==> config.mk <==
export PLATFORM = sky130hd
export DESIGN_NAME = sqrt_req_ctrl_flat
export DESIGN_NICKNAME = d
export VERILOG_FILES = /design/src/rtl/sqrt_req_ctrl_if.sv /design/src/rtl/sqrt_req_ctrl.sv /design/src/flat_wrapper.sv
export SDC_FILE = /design/constraint.sdc
export NUM_CORES = 1
export LEC_CHECK = 0
export BUFFER_PORTS_ARGS = -buffer_cell sky130_fd_sc_hd__buf_2
export CAP_MARGIN = 20
export CORE_MARGIN = 3
export CORE_UTILIZATION = 47
export CTS_CLUSTER_SIZE = 10
export DETAILED_ROUTE_END_ITERATION = 16
export PLACE_DENSITY = 0.76
export SLEW_MARGIN = 20
export SYNTH_ARGS = -nofsm -noshare
export SYNTH_HDL_FRONTEND = slang
export SYNTH_SLANG_ARGS = --single-unit
==> constraint.sdc <==
create_clock -name clk -period 2.2 [get_ports clk]
set_input_delay 0.44 -clock clk [delete_from_list [all_inputs] [get_ports clk]]
set_output_delay 0.44 -clock clk [all_outputs]
set_load 0.02 [all_outputs]
==> src/rtl/sqrt_req_ctrl_if.sv <==
// sqrt_req_ctrl_if: request/result handshake bundle; slave = controller side (in_valid/in_n/out_ready in, in_ready/out_* out), master = driver/consumer side
interface sqrt_req_ctrl_if;
  logic       in_valid;
  logic [3:0] in_n;
  logic       in_ready;
  logic       out_valid;
  logic       out_ready;
  logic [3:0] out_n;
  logic [1:0] out_int;
  logic [9:0] out_frac;
  logic       out_exact;
  modport slave (
    input  in_valid, in_n, out_ready,
    output in_ready, out_valid, out_n, out_int, out_frac, out_exact
  );
  modport master (
    output in_valid, in_n, out_ready,
    input  in_ready, out_valid, out_n, out_int, out_frac, out_exact
  );
endinterface

==> src/rtl/sqrt_req_ctrl.sv <==
// sqrt_req_ctrl: sequences single or sweep lookups into a sqrt ROM (rom_n out, rom_sq_root in) and presents registered results on bus; status busy/sweep_done/done_cnt
module sqrt_req_ctrl #(
  parameter int unsigned SWEEP_LAST = 15
) (
  input  logic           clk,
  input  logic           rst,
  input  logic           sweep_start,
  output logic [3:0]     rom_n,
  input  logic [11:0]    rom_sq_root,
  output logic           busy,
  output logic           sweep_done,
  output logic [4:0]     done_cnt,
  sqrt_req_ctrl_if.slave bus
);
  localparam logic [3:0] LAST = 4'(SWEEP_LAST);
  typedef enum logic [1:0] {IDLE, LOOKUP, PRESENT} state_t;
  state_t      state_q, state_d;
  logic        sweep_q, sweep_d;
  logic        sweep_done_q, sweep_done_d;
  logic        out_exact_q, out_exact_d;
  logic [3:0]  rom_n_q, rom_n_d;
  logic [3:0]  out_n_q, out_n_d;
  logic [11:0] root_q, root_d;
  logic [4:0]  cnt_q, cnt_d;
  logic        hs;
  always_comb begin
    state_d      = state_q;
    sweep_d      = sweep_q;
    rom_n_d      = rom_n_q;
    sweep_done_d = 1'b0;
    hs           = state_q == PRESENT && bus.out_ready;
    case (state_q)
      IDLE:
        if (sweep_start) begin
          rom_n_d = 4'd0;
          sweep_d = 1'b1;
          state_d = LOOKUP;
        end else if (bus.in_valid) begin
          rom_n_d = bus.in_n;
          sweep_d = 1'b0;
          state_d = LOOKUP;
        end
      LOOKUP: state_d = PRESENT;
      PRESENT:
        if (bus.out_ready) begin
          if (sweep_q && rom_n_q != LAST) begin
            rom_n_d = rom_n_q + 4'd1;
            state_d = LOOKUP;
          end else begin
            sweep_done_d = sweep_q;
            sweep_d      = 1'b0;
            state_d      = IDLE;
          end
        end
      default: state_d = IDLE;
    endcase
    out_n_d     = state_q == LOOKUP ? rom_n_q : out_n_q;
    root_d      = state_q == LOOKUP ? rom_sq_root : root_q;
    out_exact_d = state_q == LOOKUP ? rom_sq_root[9:0] == 10'd0 : out_exact_q;
    cnt_d       = hs && cnt_q != 5'd31 ? cnt_q + 5'd1 : cnt_q;
  end
  always_ff @(posedge clk) begin
    if (rst) begin
      state_q      <= IDLE;
      sweep_q      <= 1'b0;
      sweep_done_q <= 1'b0;
      rom_n_q      <= 4'd0;
      out_n_q      <= 4'd0;
      root_q       <= 12'd0;
      out_exact_q  <= 1'b0;
      cnt_q        <= 5'd0;
    end else begin
      state_q      <= state_d;
      sweep_q      <= sweep_d;
      sweep_done_q <= sweep_done_d;
      rom_n_q      <= rom_n_d;
      out_n_q      <= out_n_d;
      root_q       <= root_d;
      out_exact_q  <= out_exact_d;
      cnt_q        <= cnt_d;
    end
  end
  assign rom_n         = rom_n_q;
  assign busy          = state_q != IDLE;
  assign sweep_done    = sweep_done_q;
  assign done_cnt      = cnt_q;
  assign bus.in_ready  = state_q == IDLE && !sweep_start;
  assign bus.out_valid = state_q == PRESENT;
  assign bus.out_n     = out_n_q;
  assign bus.out_int   = root_q[11:10];
  assign bus.out_frac  = root_q[9:0];
  assign bus.out_exact = out_exact_q;
endmodule
==> src/flat_wrapper.sv <==
// flat-port wrapper written by rule: the top's interface ports become plain ports
module sqrt_req_ctrl_flat 
#(
  parameter int unsigned SWEEP_LAST = 15
)
  (clk, rst, sweep_start, rom_n, rom_sq_root, busy, sweep_done, done_cnt, bus_in_valid, bus_in_n, bus_out_ready, bus_in_ready, bus_out_valid, bus_out_n, bus_out_int, bus_out_frac, bus_out_exact);
  sqrt_req_ctrl_if bus_i ();
  input  logic clk;
  input  logic rst;
  input  logic sweep_start;
  output logic [3:0] rom_n;
  input  logic [11:0] rom_sq_root;
  output logic busy;
  output logic sweep_done;
  output logic [4:0] done_cnt;
  input wire logic [$bits(bus_i.in_valid)-1:0] bus_in_valid;
  input wire logic [$bits(bus_i.in_n)-1:0] bus_in_n;
  input wire logic [$bits(bus_i.out_ready)-1:0] bus_out_ready;
  output wire logic [$bits(bus_i.in_ready)-1:0] bus_in_ready;
  output wire logic [$bits(bus_i.out_valid)-1:0] bus_out_valid;
  output wire logic [$bits(bus_i.out_n)-1:0] bus_out_n;
  output wire logic [$bits(bus_i.out_int)-1:0] bus_out_int;
  output wire logic [$bits(bus_i.out_frac)-1:0] bus_out_frac;
  output wire logic [$bits(bus_i.out_exact)-1:0] bus_out_exact;
  assign bus_i.in_valid = bus_in_valid;
  assign bus_i.in_n = bus_in_n;
  assign bus_i.out_ready = bus_out_ready;
  assign bus_in_ready = bus_i.in_ready;
  assign bus_out_valid = bus_i.out_valid;
  assign bus_out_n = bus_i.out_n;
  assign bus_out_int = bus_i.out_int;
  assign bus_out_frac = bus_i.out_frac;
  assign bus_out_exact = bus_i.out_exact;
  sqrt_req_ctrl #(.SWEEP_LAST(SWEEP_LAST)) u_core (.clk(clk), .rst(rst), .sweep_start(sweep_start), .rom_n(rom_n), .rom_sq_root(rom_sq_root), .busy(busy), .sweep_done(sweep_done), .done_cnt(done_cnt), .bus(bus_i));
endmodule
==> flow_summary_export.csv, run 1 <==
group,metric,value,unit
status,outcome,"complete, no violations",
worst_hold_path,holdCritStartpoint,"rom_sq_root[11]",
finish,post-route-util,0.636,
floorplan,io-pin-count,51,
place,hpwl,2.14,mm
sta,post-route-period-util,0.907,
critical_path,critPathSlowestCell,"dfxtp_1",
clock_network,clkTransAtPathRegs,90,ps
synth,yosysWarningCount,0,
worst_hold_path,hold_depth,3,
synth,synthDistinctLibCells,33,
critical_path,crit_chain,"or2b_1 -> inv_1 -> buf_2",
critical_path,reg2reg_depth,7,
clock_network,clk_latency,320,ps
critical_path,critPathBufInv,2,
floorplan,die_h,58.2,um
grt,grt_pass1_wl,4.81,mm
critical_path,crit_family,"flip-flops",
run,cap_viol_max_count,0,
critical_path,r2r_setup_slack,360,ps
route,drc,0,
finish,multiInputGateArea,624,um^2
sta,timing.setup.tns,0,ps
clock_network,numCtsBuffers,5,
critical_path,crit_fanout,12,
synth,yosysSeqAreaShare,0.470,
clock_network,cts_hold_buf,0,
power,powerDensity,786,nW/um^2
power,ir_drop,0.513,mV
finish,nets,227,
grt,grt_usage,0.187,
synth,synthCells,154,
finish,final_common_cell,"buf_2",
clock_network,cts_buffer_depth,2,
grt,grt.overflow.total,0,
clock_network,cts_tree,"built",
power,p_sw_frac,0.271,
grt,first_global_vias,1130,
sta,finalHoldViolCount,0,
floorplan,rows,18,
critical_path,setup.worst_path.class,"flop to primary output",
critical_path,r2r-start,"u_core.done_cnt[0]$_SDFFE_PP0P_",
critical_path,critPathMaxStageDelay,550,ps
critical_path,reg2reg_to,"u_core.done_cnt[3]$_SDFFE_PP0P_",
power,power_frac_seq,0.477,
route,drt_iter0_drc,54,
critical_path,critPathCaptureType,"primary output",
critical_path,crit_arrival,1550,ps
sta,grt_setup_unrepaired,"false",
synth,syn_area,1280,um^2
route,vias,1205,
clock_network,h-tree-depth,2,
route,antenna_left,0,
finish,final_cell_mix,"buf_2 (50), nand2_1 (35), dfxtp_1 (30)",
synth,syn_area_per_cell,8.30,um^2
sta,relSlewSlack,0.563,
place,portBuffers,50,
sta,worst_pin_slew,656,ps
route,firstDrtPassIters,4,
power,p_clk_frac,0.356,
sta,slew_violations,0,
grt,grt_start_max_net_pins,32,
floorplan,core_area,2520,um^2
finish,area_growth,25.5,%
floorplan,die_w,58.2,um
floorplan,start_util,0.507,
critical_path,required,1760,ps
finish,drive_gt1_frac,0.296,
finish,n_fill_cell,231,
synth,ys_seq_elements,30,
power,p_comb_frac,0.168,
route,routedWlPerCell,12.3,um
worst_hold_path,holdPathEnd,"u_core.root_q[11]$_SDFFE_PP0N_",
clock_network,cts-root-buf,"clkbuf_4",
power,p_leak,0.000735,uW
finish,seq_area,601,um^2
clock_network,cts.sinks,30,
critical_path,start_kind,"flop",
power,p_sw,342,uW
synth,synth_fp_nets,178,
power,intPower,920,uW
sta,finClkSkew,10.7,ps
floorplan,dieArea,3380,um^2
clock_network,cts_resized,0,
finish,n_antenna_cell,0,
grt,antenna_found_initial,0,
sta,period_minus_slack,1990,ps
place,globalplace.congestion,0.774,
route,drt-total-wl,2.88,mm
clock_network,postCtsSetupRepairBufs,0,
worst_hold_path,min_path_type,"input port to flop",
sta,max_freq,0.501,GHz
sta,setup_viol,0,
route,viasPerCell,5.17,
-- state kept, by name (all words and copies together) (netlist names) --
signal,count
u_core.sweep_q,1
u_core.done_cnt,5
u_core.state_q,2
u_core.bus.out_n,4
u_core.sweep_done,1
u_core.bus.out_exact,1
u_core.rom_n,4
u_core.root_q,12
-- how the worst max path moves through the flow --
stage                                    start                              end  slack [ps]  cells after the start
4_1_cts         u_core.state_q[1]$_SDFFE_PP0P_                    bus_out_valid         220                      3
3_3_place_gp   u_core.done_cnt[0]$_SDFFE_PP0P_  u_core.done_cnt[3]$_SDFFE_PP0P_         490                      7
5_1_grt         u_core.state_q[1]$_SDFFE_PP0P_                    bus_out_valid         120                      3
3_5_place_dp   u_core.done_cnt[0]$_SDFFE_PP0P_  u_core.done_cnt[3]$_SDFFE_PP0P_         350                      7
6_report        u_core.state_q[1]$_SDFFE_PP0P_                    bus_out_valid         210                      3
2_1_floorplan  u_core.done_cnt[0]$_SDFFE_PP0P_  u_core.done_cnt[3]$_SDFFE_PP0P_         440                      8
-- synth_stat cells, drive strengths merged --
library cell / n / area share
o32ai: 1 / 0.0069
nand4b: 1 / 0.0069
o22a: 1 / 0.0069
dfxtp: 30 / 0.47
nor3: 1 / 0.0039
nand3: 2 / 0.0078
or2: 1 / 0.0069
and3: 2 / 0.0098
or2b: 1 / 0.0059
inv: 3 / 0.0088
o22ai: 2 / 0.021
nand4: 2 / 0.0098
a211oi: 2 / 0.012
ha: 3 / 0.029
nor3b: 4 / 0.023
nor2b: 3 / 0.015
a21oi: 22 / 0.086
nor2: 14 / 0.043
nor4: 2 / 0.0098
xnor2: 1 / 0.0069
nand2: 35 / 0.10
nand2b: 3 / 0.015
xor2: 2 / 0.014
buf: 6 / 0.027
and4bb: 1 / 0.0098
mux2i: 2 / 0.016
a22oi: 1 / 0.0059
o21ai: 4 / 0.016
clkbuf: 2 / 0.0059
-- cells by family (layout without fill, tap and decap cells) --
family | after synthesis | in the layout | synth area share
AND/OR/NAND/NOR | 72 | 72 | 0.269
flip-flops | 30 | 30 | 0.470
AO/OA/AOI/OAI | 33 | 33 | 0.154
XOR/XNOR | 3 | 3 | 0.0206
buffers and inverters | 11 | 60 | 0.0421
multiplexers | 2 | 2 | 0.0157
adder cells (fa/ha/maj) | 3 | 3 | 0.0294
-- final cells by class --
cell class                 count  share of cell area
timing repair buffer          50               0.156
multi-input combinational    113               0.389
inverter                       3             0.00701
sequential                    30               0.374
clock buffer                   6              0.0320
tap                           30              0.0234
clock inverter                 1              0.0187
-- power groups by stage --
| stage | Clock [uW] | Sequential (uW) | Combinational (uW) |
|---|---|---|---|
| after floorplan | 0 | 639 | 120 |
| after global placement | 0 | 613 | 210 |
| after detailed placement | 0 | 615 | 214 |
| after CTS | 461 | 602 | 214 |
| after global routing | 488 | 607 | 236 |
| final | 449 | 602 | 212 |
-- worst reg2reg max path, cell delays in order (launching register included) --
cell and delay (ps):
dfxtp_1 360, ha_1 220, and3_1 190, ha_1 170, and4bb_1 410, nand4_1 160
xor2_1 170, nor2_1 50
-- layer usage --
layer | vias up | global-route usage | part of all wire
li1 | 624 | - | -
met1 | 541 | 0.212 | 0.42
met5 | - | 0 | 0
met2 | 35 | 0.319 | 0.49
met4 | 0 | 0.0795 | 0.0097
met3 | 5 | 0.0624 | 0.079
-- per-stage QoR --
stage                     cell area, um^2  hold WS [ps]  setup WS, ps  cells  power [uW]
after floorplan                      1280           464           437    154         759
after global placement               1520           439           488    226         823
after detailed placement             1520           449           347    226         828
after CTS                            1610           338           216    233        1280
after global routing                 1610           332           125    233        1330
final                                1610           349           205    233        1260
No activity file was read; power rests on OpenSTA's default activity.
==> run 2, diff against run 1 <==
Clock period 2.2 ns to 1.9 ns, I/O delays scaled along.
==> flow_summary_export.csv, run 2 (same netlist as run 1, synthesis figures left out) <==
group,metric,value,unit
sta,post-route-period-util,0.956,
grt,antenna_found_initial,0,
grt,grt_pass1_wl,4.82,mm
finish,regMostFlops,"u_core.root_q",
grt,grt_usage,0.185,
floorplan,dieArea,3380,um^2
worst_hold_path,min_path_type,"input port to flop",
route,antenna_left,0,
sta,period_minus_slack,1820,ps
route,drt_iter0_drc,45,
clock_network,cts-root-buf,"clkbuf_4",
finish,final_common_cell,"buf_2",
clock_network,cts_tree,"built",
critical_path,r2r_setup_slack,120,ps
floorplan,die_h,58.2,um
finish,largest_register_ffs,12,
place,hpwl,2.27,mm
critical_path,r2r-start,"u_core.done_cnt[0]$_SDFFE_PP0P_",
critical_path,required,1520,ps
status,outcome,"complete, no violations",
floorplan,die_w,58.2,um
sta,max_freq,0.551,GHz
sta,grt_setup_unrepaired,"false",
critical_path,crit_arrival,1440,ps
sta,relSlewSlack,0.745,
route,firstDrtPassIters,4,
critical_path,reg2reg_depth,7,
finish,n_antenna_cell,0,
power,ir_drop,0.723,mV
critical_path,crit_fanout,12,
floorplan,rows,18,
clock_network,h-tree-depth,2,
route,dr.max_layer_used,"met4",
worst_hold_path,hold_depth,3,
route,viasPerCell,5.14,
floorplan,start_util,0.507,
finish,nets,230,
sta,setup_viol,0,
route,drt-total-wl,2.98,mm
route,routedWlPerCell,12.6,um
power,powerDensity,840,nW/um^2
clock_network,clk_latency,320,ps
place,portBuffers,50,
sta,timing.setup.tns,0,ps
floorplan,io-pin-count,51,
sta,slew_violations,0,
power,p_leak,0.000740,uW
clock_network,cts.sinks,30,
clock_network,cts_buffer_depth,2,
critical_path,start_kind,"flop",
route,wl_met3,209,um
floorplan,core_area,2520,um^2
finish,drive_gt1_frac,0.314,
grt,grt.overflow.total,0,
grt,first_global_vias,1173,
finish,final_cell_mix,"buf_2 (50), nand2_1 (35), dfxtp_1 (29)",
route,drc,0,
critical_path,setup.worst_path.class,"flop to primary output",
critical_path,critPathCaptureType,"primary output",
route,vias,1219,
run,cap_viol_max_count,0,
route,wl_met1,1.24,mm
finish,area_growth,26.0,%
place,globalplace.congestion,0.775,
sta,fin_ws,84.4,ps
sta,finClkSkew,6.72,ps
sta,finalHoldViolCount,0,
worst_hold_path,holdPathEnd,"u_core.root_q[11]$_SDFFE_PP0N_",
place,pre_cts_ws,119,ps
worst_hold_path,holdCritStartpoint,"rom_sq_root[11]",
sta,worst_pin_slew,383,ps
grt,grt_start_max_net_pins,21,
clock_network,numCtsBuffers,5,
clock_network,clkTransAtPathRegs,100,ps
critical_path,reg2reg_to,"u_core.done_cnt[3]$_SDFFE_PP0P_",
route,route.met2.wl,1.48,mm
-- run 2: cell types whose count changed in the layout (fill, tap and decap cells not counted), sizes merged --
cell / previous run / this run
clkinv: 0 / 1
clkinvlp: 0 / 1
buf: 50 / 53
bufinv: 1 / 0
-- run 2: cell type report --
class / instances / area [um^2]
flip-flops and latches: 30 / 602
repair buffers: 53 / 273
inverters: 3 / 11.3
multi-input cells: 113 / 624
clock inverters: 2 / 12.5
fillers: 222 / 911
clock buffers: 6 / 51.3
well taps: 30 / 37.5
-- run 2: worst max path at each step --
stage,startpoint,to,slack (ps),depth (start not counted)
floorplan,u_core.done_cnt[0]$_SDFFE_PP0P_,u_core.done_cnt[3]$_SDFFE_PP0P_,140,8
finish,u_core.state_q[1]$_SDFFE_PP0P_,bus_out_valid,80,3
global placement,u_core.done_cnt[0]$_SDFFE_PP0P_,u_core.done_cnt[3]$_SDFFE_PP0P_,180,7
CTS,u_core.state_q[1]$_SDFFE_PP0P_,bus_out_valid,90,3
detailed placement,u_core.done_cnt[0]$_SDFFE_PP0P_,u_core.done_cnt[3]$_SDFFE_PP0P_,120,7
global route,u_core.state_q[1]$_SDFFE_PP0P_,bus_out_valid,0.8,3
-- run 2: power by group --
| group | switching [uW] | internal, uW | total (uW) |
|---|---|---|---|
| sequential | 32.9 | 665 | 698 |
| clock | 223 | 178 | 400 |
| combinational | 155 | 101 | 256 |
| total | 411 | 944 | 1350 |
-- run 2: layer usage --
| metal | vias up | GRT usage |
|---|---|---|
| li1 | 625 | - |
| met1 | 547 | 0.198 |
| met2 | 40 | 0.340 |
| met3 | 7 | 0.0468 |
| met4 | 0 | 0.0828 |
| met5 | - | 0 |
-- run 2: worst max-delay path: stages, from the launching register on --
cell	delay [ps]
dfxtp_2	450
or2b_1	290
inv_1	180
buf_2	200
-- run 2: metrics by stage --
step | power (uW) | hold WS, ps | std cells | util | cell area (um^2)
floorplan | 879 | 464 | 154 | - | 1280
detailed placement | 969 | 443 | 229 | 0.613 | 1550
global route | 1420 | 292 | 237 | 0.639 | 1610
finish | 1350 | 290 | 237 | 0.639 | 1610
global placement | 962 | 439 | 229 | 0.613 | 1550
CTS | 1370 | 280 | 237 | 0.639 | 1610
-- run 2: what timing repair did --
action,in CTS,in global routing
resized for setup,1,0
buffers inserted,0,0
hold buffers,0,0
setup endpoints to repair,1,0
==> run 3, diff against run 2 <==
--- a/config.mk
+++ b/config.mk
@@ -18 +18,2 @@
 export SYNTH_SLANG_ARGS = --single-unit
+export TNS_END_PERCENT = 100
==> constraint.sdc (replaced) <==
create_clock -name clk -period 1.9 [get_ports clk]
set_input_delay 0.095 -clock clk [delete_from_list [all_inputs] [get_ports clk]]
set_output_delay 0.095 -clock clk [all_outputs]
set_load 0.02 [all_outputs]
==> flow_summary_export.csv, run 3 (same netlist as run 1, synthesis figures left out) <==
group,metric,value,unit
clock_network,h-tree-depth,2,
finish,nets,230,
worst_hold_path,min_path_type,"input port to flop",
sta,finalHoldViolCount,0,
sta,fin_hold_ws,19.9,ps
grt,antenna_found_initial,0,
power,powerDensity,898,nW/um^2
route,antenna_left,0,
finish,final_common_cell,"buf_2",
floorplan,io-pin-count,51,
finish,drive_gt1_frac,0.306,
critical_path,crit_top_cell,"ha_1",
sta,worst_pin_slew,532,ps
floorplan,die_w,58.2,um
route,vias,1236,
grt,grt.overflow.total,0,
sta,relSlewSlack,0.645,
critical_path,critPathMaxStageDelay,380,ps
sta,post-route-period-util,0.932,
critical_path,crit_fanout,5,
status,outcome,"complete, no violations",
clock_network,cts_buffer_depth,2,
finish,n_antenna_cell,0,
critical_path,start_kind,"flop",
run,cap_viol_max_count,0,
finish,final_cell_mix,"buf_2 (50), nand2_1 (35), dfxtp_1 (30)",
route,drc,0,
sta,max_freq,0.565,GHz
route,viasPerCell,5.24,
power,p_leak,0.000746,uW
clock_network,numCtsBuffers,5,
critical_path,crit_chain,"ha_1 -> and3_1 -> ha_1 -> and4bb_2 -> nand4_1 -> xor2_1 -> nor2_1",
finish,regMostFlops,"u_core.root_q",
route,drt-total-wl,3.00,mm
place,portBuffers,50,
floorplan,core_area,2520,um^2
power,ir_drop,0.623,mV
sta,grt_setup_unrepaired,"false",
finish,area_growth,27.5,%
route,drt_iter0_drc,56,
grt,first_global_vias,1140,
critical_path,setup.worst_path.class,"flop to flop",
route,routedWlPerCell,12.7,um
floorplan,rows,18,
critical_path,required,2100,ps
grt,grt_pass1_wl,4.94,mm
sta,period_minus_slack,1770,ps
critical_path,crit_arrival,1970,ps
clock_network,cts-root-buf,"clkbuf_4",
critical_path,critPathSlowestCell,"and4bb_2",
clock_network,clkTransAtPathRegs,90,ps
grt,grt_start_max_net_pins,32,
sta,slew_violations,0,
clock_network,cts_tree,"built",
sta,timing.setup.tns,0,ps
route,firstDrtPassIters,4,
floorplan,start_util,0.507,
finish,largest_register_ffs,12,
clock_network,postCtsSetupRepairBufs,0,
floorplan,die_h,58.2,um
floorplan,dieArea,3380,um^2
place,globalplace.congestion,0.774,
clock_network,cts.sinks,30,
clock_network,clk_latency,320,ps
finish,post-route-util,0.646,
grt,grt_usage,0.191,
sta,setup_viol,0,
sta,finClkSkew,7.25,ps
critical_path,critPathCaptureType,"flop",
place,hpwl,2.26,mm
==> run 3: cell count changes in the layout (fill, tap and decap cells not counted), sizes merged <==
cell,delta
bufinv,+1
dlygate4sd3,+1
clkinv,-1
buf,-1
clkinvlp,-1
==> run 3: power by group <==
part | switching, uW | internal, uW | total (uW)
Sequential | 33.4 | 665 | 698
Combinational | 155 | 101 | 256
Clock | 203 | 306 | 509
==> run 3: metrics by stage <==
step	area, um^2	cells	total power (uW)	setup slack, ps
finish	1630	236	1460	129
global route	1630	236	1540	10.8
CTS	1630	236	1480	64.7
detailed placement	1540	228	969	77.1
global placement	1540	228	960	175
floorplan	1280	154	879	137
==> run 3: metal layers <==
metal | vias up | global-route usage | part of all wire
li1 | 625 | - | -
met1 | 562 | 0.210 | 0.41
met2 | 42 | 0.332 | 0.49
met3 | 7 | 0.0557 | 0.082
met4 | 0 | 0.0927 | 0.015
met5 | - | 0 | 0
==> run 3: timing repair <==
item / CTS / global route
hold buffers: 1 / 0
endpoints found under the setup margin: 0 / 1
endpoints found under the hold margin: 1 / 0
gates resized for setup: 0 / 1
==> run 3: area by class of cell <==
type	count	area [um^2]
Sequential cell	30	601
Inverter	3	11.3
Fill cell	238	892
Timing Repair Buffer	53	275
Tap cell	30	37.5
Clock buffer	6	51.3
Clock inverter	1	30.0
Multi-Input combinational cell	113	624
==> run 3: worst max-delay path: cells and delay by family, from the launching register on <==
family | cells | cell delay, ps
adder cells (fa/ha/maj) | 2 | 380
AND/OR/NAND/NOR | 4 | 750
flip-flops | 1 | 360
XOR/XNOR | 1 | 160
==> run 3: worst paths after layout <==
path | startpoint | endpoint | slack, ps | cells after the start
worst max-delay path | u_core.done_cnt[0]$_SDFFE_PP0P_ | u_core.done_cnt[3]$_SDFFE_PP0P_ | 130 | 7
worst min-delay path | rom_sq_root[9] | u_core.root_q[9]$_SDFFE_PP0N_ | 20 | 3
worst max register to register | u_core.done_cnt[0]$_SDFFE_PP0P_ | u_core.done_cnt[3]$_SDFFE_PP0P_ | 130 | 7
worst min register to register | u_core.root_q[4]$_SDFFE_PP0N_ | u_core.root_q[4]$_SDFFE_PP0N_ | 460 | 2
